## src/rtl/dct_feature_serializer_if.sv

```systemverilog
// Feature stream from the DCT serializer to the classifier front-end.
// master = serializer side, slave = consumer side.
interface dct_feature_serializer_if #(
    parameter int ACTIV_BITS = 8,
    parameter int NUM_FRAMES = 49
);
    localparam int FW = (NUM_FRAMES > 1) ? $clog2(NUM_FRAMES) : 1;

    logic [ACTIV_BITS-1:0] feat_data;
    logic                  feat_valid;
    logic                  feat_ready;
    logic                  feat_first;
    logic                  feat_last;
    logic                  win_last;
    logic [FW-1:0]         frame_idx;

    modport master (
        output feat_data, feat_valid, feat_first, feat_last, win_last, frame_idx,
        input  feat_ready
    );

    modport slave (
        input  feat_data, feat_valid, feat_first, feat_last, win_last, frame_idx,
        output feat_ready
    );
endinterface

```

## src/rtl/dct_feature_serializer.sv

```systemverilog
// Captures packed MFCC DCT vectors into a two-slot ping-pong buffer and
// streams them one coefficient per handshake, tagging frame/window edges.
// Vectors arriving while both slots are held are dropped and flagged.
module dct_feature_serializer #(
    parameter int MFCC_FEATURES = 40,
    parameter int ACTIV_BITS    = 8,
    parameter int NUM_FRAMES    = 49
) (
    input  logic                                clk,
    input  logic                                rst_n,
    input  logic [MFCC_FEATURES*ACTIV_BITS-1:0] dct_out,
    input  logic                                dct_valid,
    input  logic [4:0]                          num_mfcc_coeffs,
    input  logic                                ovf_clr,
    output logic                                overflow,
    dct_feature_serializer_if.master            feat
);
    localparam int VW = MFCC_FEATURES * ACTIV_BITS;
    localparam int NW = $clog2(MFCC_FEATURES + 1);
    localparam int FW = (NUM_FRAMES > 1) ? $clog2(NUM_FRAMES) : 1;

    logic [VW-1:0] slot_data [2];
    logic [NW-1:0] slot_n    [2];
    logic [1:0]    slot_full;
    logic          wr_ptr;
    logic          rd_ptr;
    logic [NW-1:0] idx;
    logic [FW-1:0] frame_idx_q;

    logic          rd_valid;
    logic [NW-1:0] cur_n;
    logic          at_last;
    logic          xfer;
    logic          frame_done;
    logic          accept;
    logic          drop;
    logic [NW-1:0] n_eff;
    logic [VW-1:0] rd_vec;

    // Handshake decode, capture decision and clamped coefficient count.
    // When both slots are full the write pointer equals the read pointer,
    // so a capture coinciding with frame completion lands in the slot being freed.
    always_comb begin
        rd_valid   = slot_full[rd_ptr];
        cur_n      = slot_n[rd_ptr];
        at_last    = (idx == cur_n - NW'(1));
        xfer       = rd_valid & feat.feat_ready;
        frame_done = xfer & at_last;
        accept     = dct_valid & (~slot_full[wr_ptr] | frame_done);
        drop       = dct_valid & ~accept;
        if (num_mfcc_coeffs == 5'd0 || 32'(num_mfcc_coeffs) > MFCC_FEATURES)
            n_eff = NW'(MFCC_FEATURES);
        else
            n_eff = NW'(num_mfcc_coeffs);
        rd_vec = slot_data[rd_ptr] >> (32'(idx) * ACTIV_BITS);
    end

    // Output stream: data is forced to zero whenever nothing is presented.
    always_comb begin
        feat.feat_valid = rd_valid;
        feat.feat_data  = rd_valid ? rd_vec[ACTIV_BITS-1:0] : '0;
        feat.feat_first = rd_valid & (idx == '0);
        feat.feat_last  = rd_valid & at_last;
        feat.win_last   = rd_valid & at_last & (frame_idx_q == FW'(NUM_FRAMES - 1));
        feat.frame_idx  = frame_idx_q;
    end

    // Buffer slots: capture on accept, release on frame completion.
    always_ff @(posedge clk or negedge rst_n) begin
        if (!rst_n) begin
            for (int i = 0; i < 2; i++) begin
                slot_data[i] <= '0;
                slot_n[i]    <= '0;
            end
            slot_full <= '0;
            wr_ptr    <= 1'b0;
        end else begin
            if (frame_done)
                slot_full[rd_ptr] <= 1'b0;
            if (accept) begin
                slot_data[wr_ptr] <= dct_out;
                slot_n[wr_ptr]    <= n_eff;
                slot_full[wr_ptr] <= 1'b1;
                wr_ptr            <= ~wr_ptr;
            end
        end
    end

    // Read side: coefficient index, read pointer and frame position in window.
    always_ff @(posedge clk or negedge rst_n) begin
        if (!rst_n) begin
            idx         <= '0;
            rd_ptr      <= 1'b0;
            frame_idx_q <= '0;
        end else if (xfer) begin
            if (at_last) begin
                idx    <= '0;
                rd_ptr <= ~rd_ptr;
                if (frame_idx_q == FW'(NUM_FRAMES - 1))
                    frame_idx_q <= '0;
                else
                    frame_idx_q <= frame_idx_q + FW'(1);
            end else begin
                idx <= idx + NW'(1);
            end
        end
    end

    // Sticky drop flag; a new drop wins over a simultaneous clear.
    always_ff @(posedge clk or negedge rst_n) begin
        if (!rst_n)
            overflow <= 1'b0;
        else if (drop)
            overflow <= 1'b1;
        else if (ovf_clr)
            overflow <= 1'b0;
    end
endmodule

```

## src/flat_wrapper.sv

```systemverilog
// flat-port wrapper written by rule: the top's interface ports become plain ports
module dct_feature_serializer_flat 
#(
    parameter int MFCC_FEATURES = 40,
    parameter int ACTIV_BITS    = 8,
    parameter int NUM_FRAMES    = 49
)
  (clk, rst_n, dct_out, dct_valid, num_mfcc_coeffs, ovf_clr, overflow, feat_feat_data, feat_feat_valid, feat_feat_first, feat_feat_last, feat_win_last, feat_frame_idx, feat_feat_ready);
  dct_feature_serializer_if #(.ACTIV_BITS(ACTIV_BITS), .NUM_FRAMES(NUM_FRAMES)) feat_i ();
  input  logic clk;
  input  logic rst_n;
  input  logic [MFCC_FEATURES*ACTIV_BITS-1:0] dct_out;
  input  logic dct_valid;
  input  logic [4:0] num_mfcc_coeffs;
  input  logic ovf_clr;
  output logic overflow;
  output wire logic [$bits(feat_i.feat_data)-1:0] feat_feat_data;
  output wire logic [$bits(feat_i.feat_valid)-1:0] feat_feat_valid;
  output wire logic [$bits(feat_i.feat_first)-1:0] feat_feat_first;
  output wire logic [$bits(feat_i.feat_last)-1:0] feat_feat_last;
  output wire logic [$bits(feat_i.win_last)-1:0] feat_win_last;
  output wire logic [$bits(feat_i.frame_idx)-1:0] feat_frame_idx;
  input wire logic [$bits(feat_i.feat_ready)-1:0] feat_feat_ready;
  assign feat_feat_data = feat_i.feat_data;
  assign feat_feat_valid = feat_i.feat_valid;
  assign feat_feat_first = feat_i.feat_first;
  assign feat_feat_last = feat_i.feat_last;
  assign feat_win_last = feat_i.win_last;
  assign feat_frame_idx = feat_i.frame_idx;
  assign feat_i.feat_ready = feat_feat_ready;
  dct_feature_serializer #(.MFCC_FEATURES(MFCC_FEATURES), .ACTIV_BITS(ACTIV_BITS), .NUM_FRAMES(NUM_FRAMES)) u_core (.clk(clk), .rst_n(rst_n), .dct_out(dct_out), .dct_valid(dct_valid), .num_mfcc_coeffs(num_mfcc_coeffs), .ovf_clr(ovf_clr), .overflow(overflow), .feat(feat_i));
endmodule
```

## config.mk

```make
export PLATFORM = sky130hd
export DESIGN_NAME = dct_feature_serializer_flat
export DESIGN_NICKNAME = d
export VERILOG_FILES = /design/src/rtl/dct_feature_serializer_if.sv /design/src/rtl/dct_feature_serializer.sv /design/src/flat_wrapper.sv
export SDC_FILE = /design/constraint.sdc
export NUM_CORES = 1
export LEC_CHECK = 0
export CORE_MARGIN = 3
export CORE_UTILIZATION = 30
export CTS_CLUSTER_DIAMETER = 120
export CTS_CLUSTER_SIZE = 16
export DETAILED_ROUTE_END_ITERATION = 16
export PLACE_DENSITY = 0.54
export SLEW_MARGIN = 10
export SYNTH_ARGS = -nofsm -noshare
export SYNTH_HDL_FRONTEND = slang
export SYNTH_SLANG_ARGS = --single-unit
```

## constraint.sdc

```tcl
create_clock -name clk -period 4.17 [get_ports clk]
set_input_delay 0.417 -clock clk [delete_from_list [all_inputs] [get_ports clk]]
set_output_delay 0.417 -clock clk [all_outputs]
set_load 0.05 [all_outputs]
```

==> results.toml <==
[status]
outcome = "finished clean"

[logic_synthesis]
synth_ff_type = "dfrtp_1"
synthMuxAreaShare = 0.3729
synth_edf_count = 0
ys_seq_area_frac = 0.5459
ys_ff_latch = 669
yosys-top-cells-area = "dfrtp_1, mux2_2, mux4_2, mux2i_1, nand2_1"
synth_nets = 2306
synthSimpleGateAreaFrac = 0.02783
synth_fa_ha_area_frac = 0.002040
synth_area_leader_cell = "dfrtp_1"
synth_compound_area_frac = 0.01877
syn_inst = 1971
netlist_area_um2 = 30660
synthDistinctLibCells = 49
synth_top_cell_area_share = 0.5459
synth-xor-area-share = 0.002856
async_reset_ff_frac = 1.000
synth_top_family_by_area = "multiplexers"
synth_warnings = 0
syn_area_per_cell_um2 = 15.56

[floorplanning]
fp.dieArea_um2 = 106100
rows = 116
die_h_um = 325.7
initial_core_util = 0.3044
core_um2 = 100700
ioPinCount = 349
die_width_um = 325.7

[drt]
wl_per_cell_um = 24.48
drt_iter0_drc = 1121
drc = 0
wl_mm = 90.11
final_antenna_net_count = 0
vias = 18330
drt_pre_antenna_iters = 5
viasPerCell = 4.980

[setup_path]
cp.required_ns = 3.75
cpMostUsedCell = "buf_12"
end_kind = "primary output"
cp.arrival_ns = 3.66
crit_family = "compound AO/OA/AOI/OAI gates"
cp_slowest_cell = "dfrtp_4"
path_cells = "buf_12, buf_4, mux4_2, and2_1, a211oi_1, a31oi_1, a21oi_1, o21ai_0, buf_12"
crit_type = "flop to primary output"
max_stage_delay_ns = 0.70
worstSetupStartpointType = "flop"
cp_num_buf_inv = 3
worstPathMaxFanout = 23

[clocking]
clock_latency_ns = 0.61
cts.htree.levels = 2
cts_buffers = 47
clockBufferDepth = 3
clkTransAtPathRegs_ns = 0.08
cts-root-buf = "clkbuf_16"
cts_sinks = 669
cts_tree = "yes"

[placement]
place_congestion = 0.8091
dp_hpwl_mm = 65.66
portBuffers = 348

[timing]
setup_viol = 0
tightest_slew_ns = 1.052
tns_ns = 0
fmax_ghz = 0.2450
fin_crit_sh = 0.9788
finalHoldViolCount = 0
min_period_ns = 4.082
slew_viol_final = 0
skew_ns = 0.02739
rsz0062_at_grt = "false"
relSlewSlack = 0.2985

[global_route]
antenna_found_initial = 21
grt_pass1_vias = 19990
grtUsageTotal = 0.1674
grt_pass1_wl_mm = 133.6
grt_max_degree = 114
grt_overflow = 0

[power]
sw_frac_of_total = 0.3421
p_leak_nw = 15.37
clkPwrFrac = 0.159
total_power_mw = 26.47
pwr_density_cell_nw_per_um2 = 711.1
p_int_mw = 17.41
max-vdd-ir-drop_mv = 0.4814
p_sw_mw = 9.053
pwr-share-comb = 0.419
power_frac_seq = 0.422

[flow_run]
cap_violations = 0

[cells_and_area]
area_growth_pct = 21.37
nFillCells = 9608
layout_common_cells = "dfrtp_1, mux2_2, clkdlybuf4s50_1"
layout_commonest_cell = "dfrtp_1"
fin_nets = 2644
drive_gt1_frac = 0.4100

[min_path]
min_path_type = "input port to flop"
==> per-layer routing <==
metal	vias up	GRT usage	routed length [um]
li1	7957	-	-
met1	9877	0.2268	40090
met2	404	0.2791	44420
met3	92	0.02659	3742
met4	2	0.04537	1843
met5	-	0	12
==> worst reg2reg max path: stages, from the launching register on <==
cell and delay, ns:
dfrtp_4 0.57, buf_12 0.17, buf_12 0.18, nor3_1 0.22
a21oi_1 0.07, xor2_1 0.17, a31o_2 0.24, nand4_4 0.26
a21boi_4 0.31, buf_12 0.27, buf_4 0.46, mux2_2 0.41
==> registers in the layout, indices dropped and copies added, names as in the netlist <==
register / count
u_core.wr_ptr: 1
u_core.slot_data: 640
u_core.overflow: 1
u_core.feat.frame_idx: 6
u_core.slot_full: 2
u_core.idx: 6
u_core.rd_ptr: 1
u_core.slot_n: 12
==> timing repair <==
| item | 4_1_cts | 5_1_grt |
|---|---|---|
| cloned | 0 | 0 |
| hold buffers | 1 | 0 |
| endpoints found under the setup margin | 6 | 3 |
| endpoints found under the hold margin | 73 | 0 |
| resized for setup | 2 | 1 |
| setup buffers | 2 | 3 |
==> power by group through the flow <==
stage	registers (mW)	logic [mW]	clock network, mW
CTS	11.2	11.2	4.39
global route	11.5	11.9	4.62
floorplan	10.6	7.62	0
detailed placement	11.3	11.1	0
finish	11.2	11.1	4.21
global placement	11.1	10.9	0
==> path summary, 6_finish.rpt <==
path,start,to,slack [ns],cells after the start
setup / recovery,u_core.idx[1],feat_feat_data[3],0.09,9
max in group asynchronous,rst_n,u_core.slot_data[540],2.41,3
hold reg to reg,u_core.slot_data[628],u_core.slot_data[628],0.49,1
min in group asynchronous,rst_n,u_core.slot_data[326],0.50,2
setup reg to reg,u_core.rd_ptr,u_core.slot_data[443],0.72,11
hold / removal,ovf_clr,u_core.overflow,0.41,2
==> synth_stat cells, types with 5 or more instances <==
master    number
dfrtp_1      669
mux2_2       637
mux4_2       159
nand2_1       87
mux2i_1       49
buf_4         42
buf_2         38
clkbuf_1      33
nor2_1        32
nand3_1       29
buf_6         20
a21oi_1       18
o21ai_0       18
mux2_1        17
a31oi_1       13
inv_1          9
o22ai_1        9
a211oi_1       8
nor3_1         8
and2_1         6
xnor2_1        6
ha_1           5
o211ai_1       5
==> logic make-up after synthesis <==
| group | count (synthesis) |
|---|---|
| AND/OR/NAND/NOR | 188 |
| multiplexers | 862 |
| adder cells (fa/ha/maj) | 5 |
| XOR/XNOR | 10 |
| flip-flops | 669 |
| AO/OA/AOI/OAI | 90 |
| buffers and inverters | 147 |
==> metrics by stage <==
stage / utilization / setup WS [ns] / area (um2) / hold WS, ns / std cells
global placement: 0.3564 / 0.4877 / 35900 / 0.4624 / 3611
CTS: 0.3688 / 0.001769 / 37150 / 0.3570 / 3664
detailed placement: 0.3564 / 0.5438 / 35900 / 0.4732 / 3611
global route: 0.3694 / 0.02743 / 37210 / 0.3741 / 3677
floorplan: - / 0.03664 / 30660 / 0.1214 / 1971
finish: 0.3695 / 0.08836 / 37220 / 0.4100 / 3681
==> final cells by class <==
type / instances / area, um2 / share of cell area
repair buffers: 425 / 4466 / 0.1200
clock inverters: 2 / 13.76 / 0.0003698
clock buffers: 48 / 1180 / 0.03170
multi-input cells: 1155 / 13030 / 0.3501
diodes: 14 / 35.03 / 0.0009413
inverters: 11 / 42.54 / 0.001143
flip-flops and latches: 669 / 16750 / 0.4501
well taps: 1357 / 1698 / 0.04562
Power figures use the tool's default switching activity.
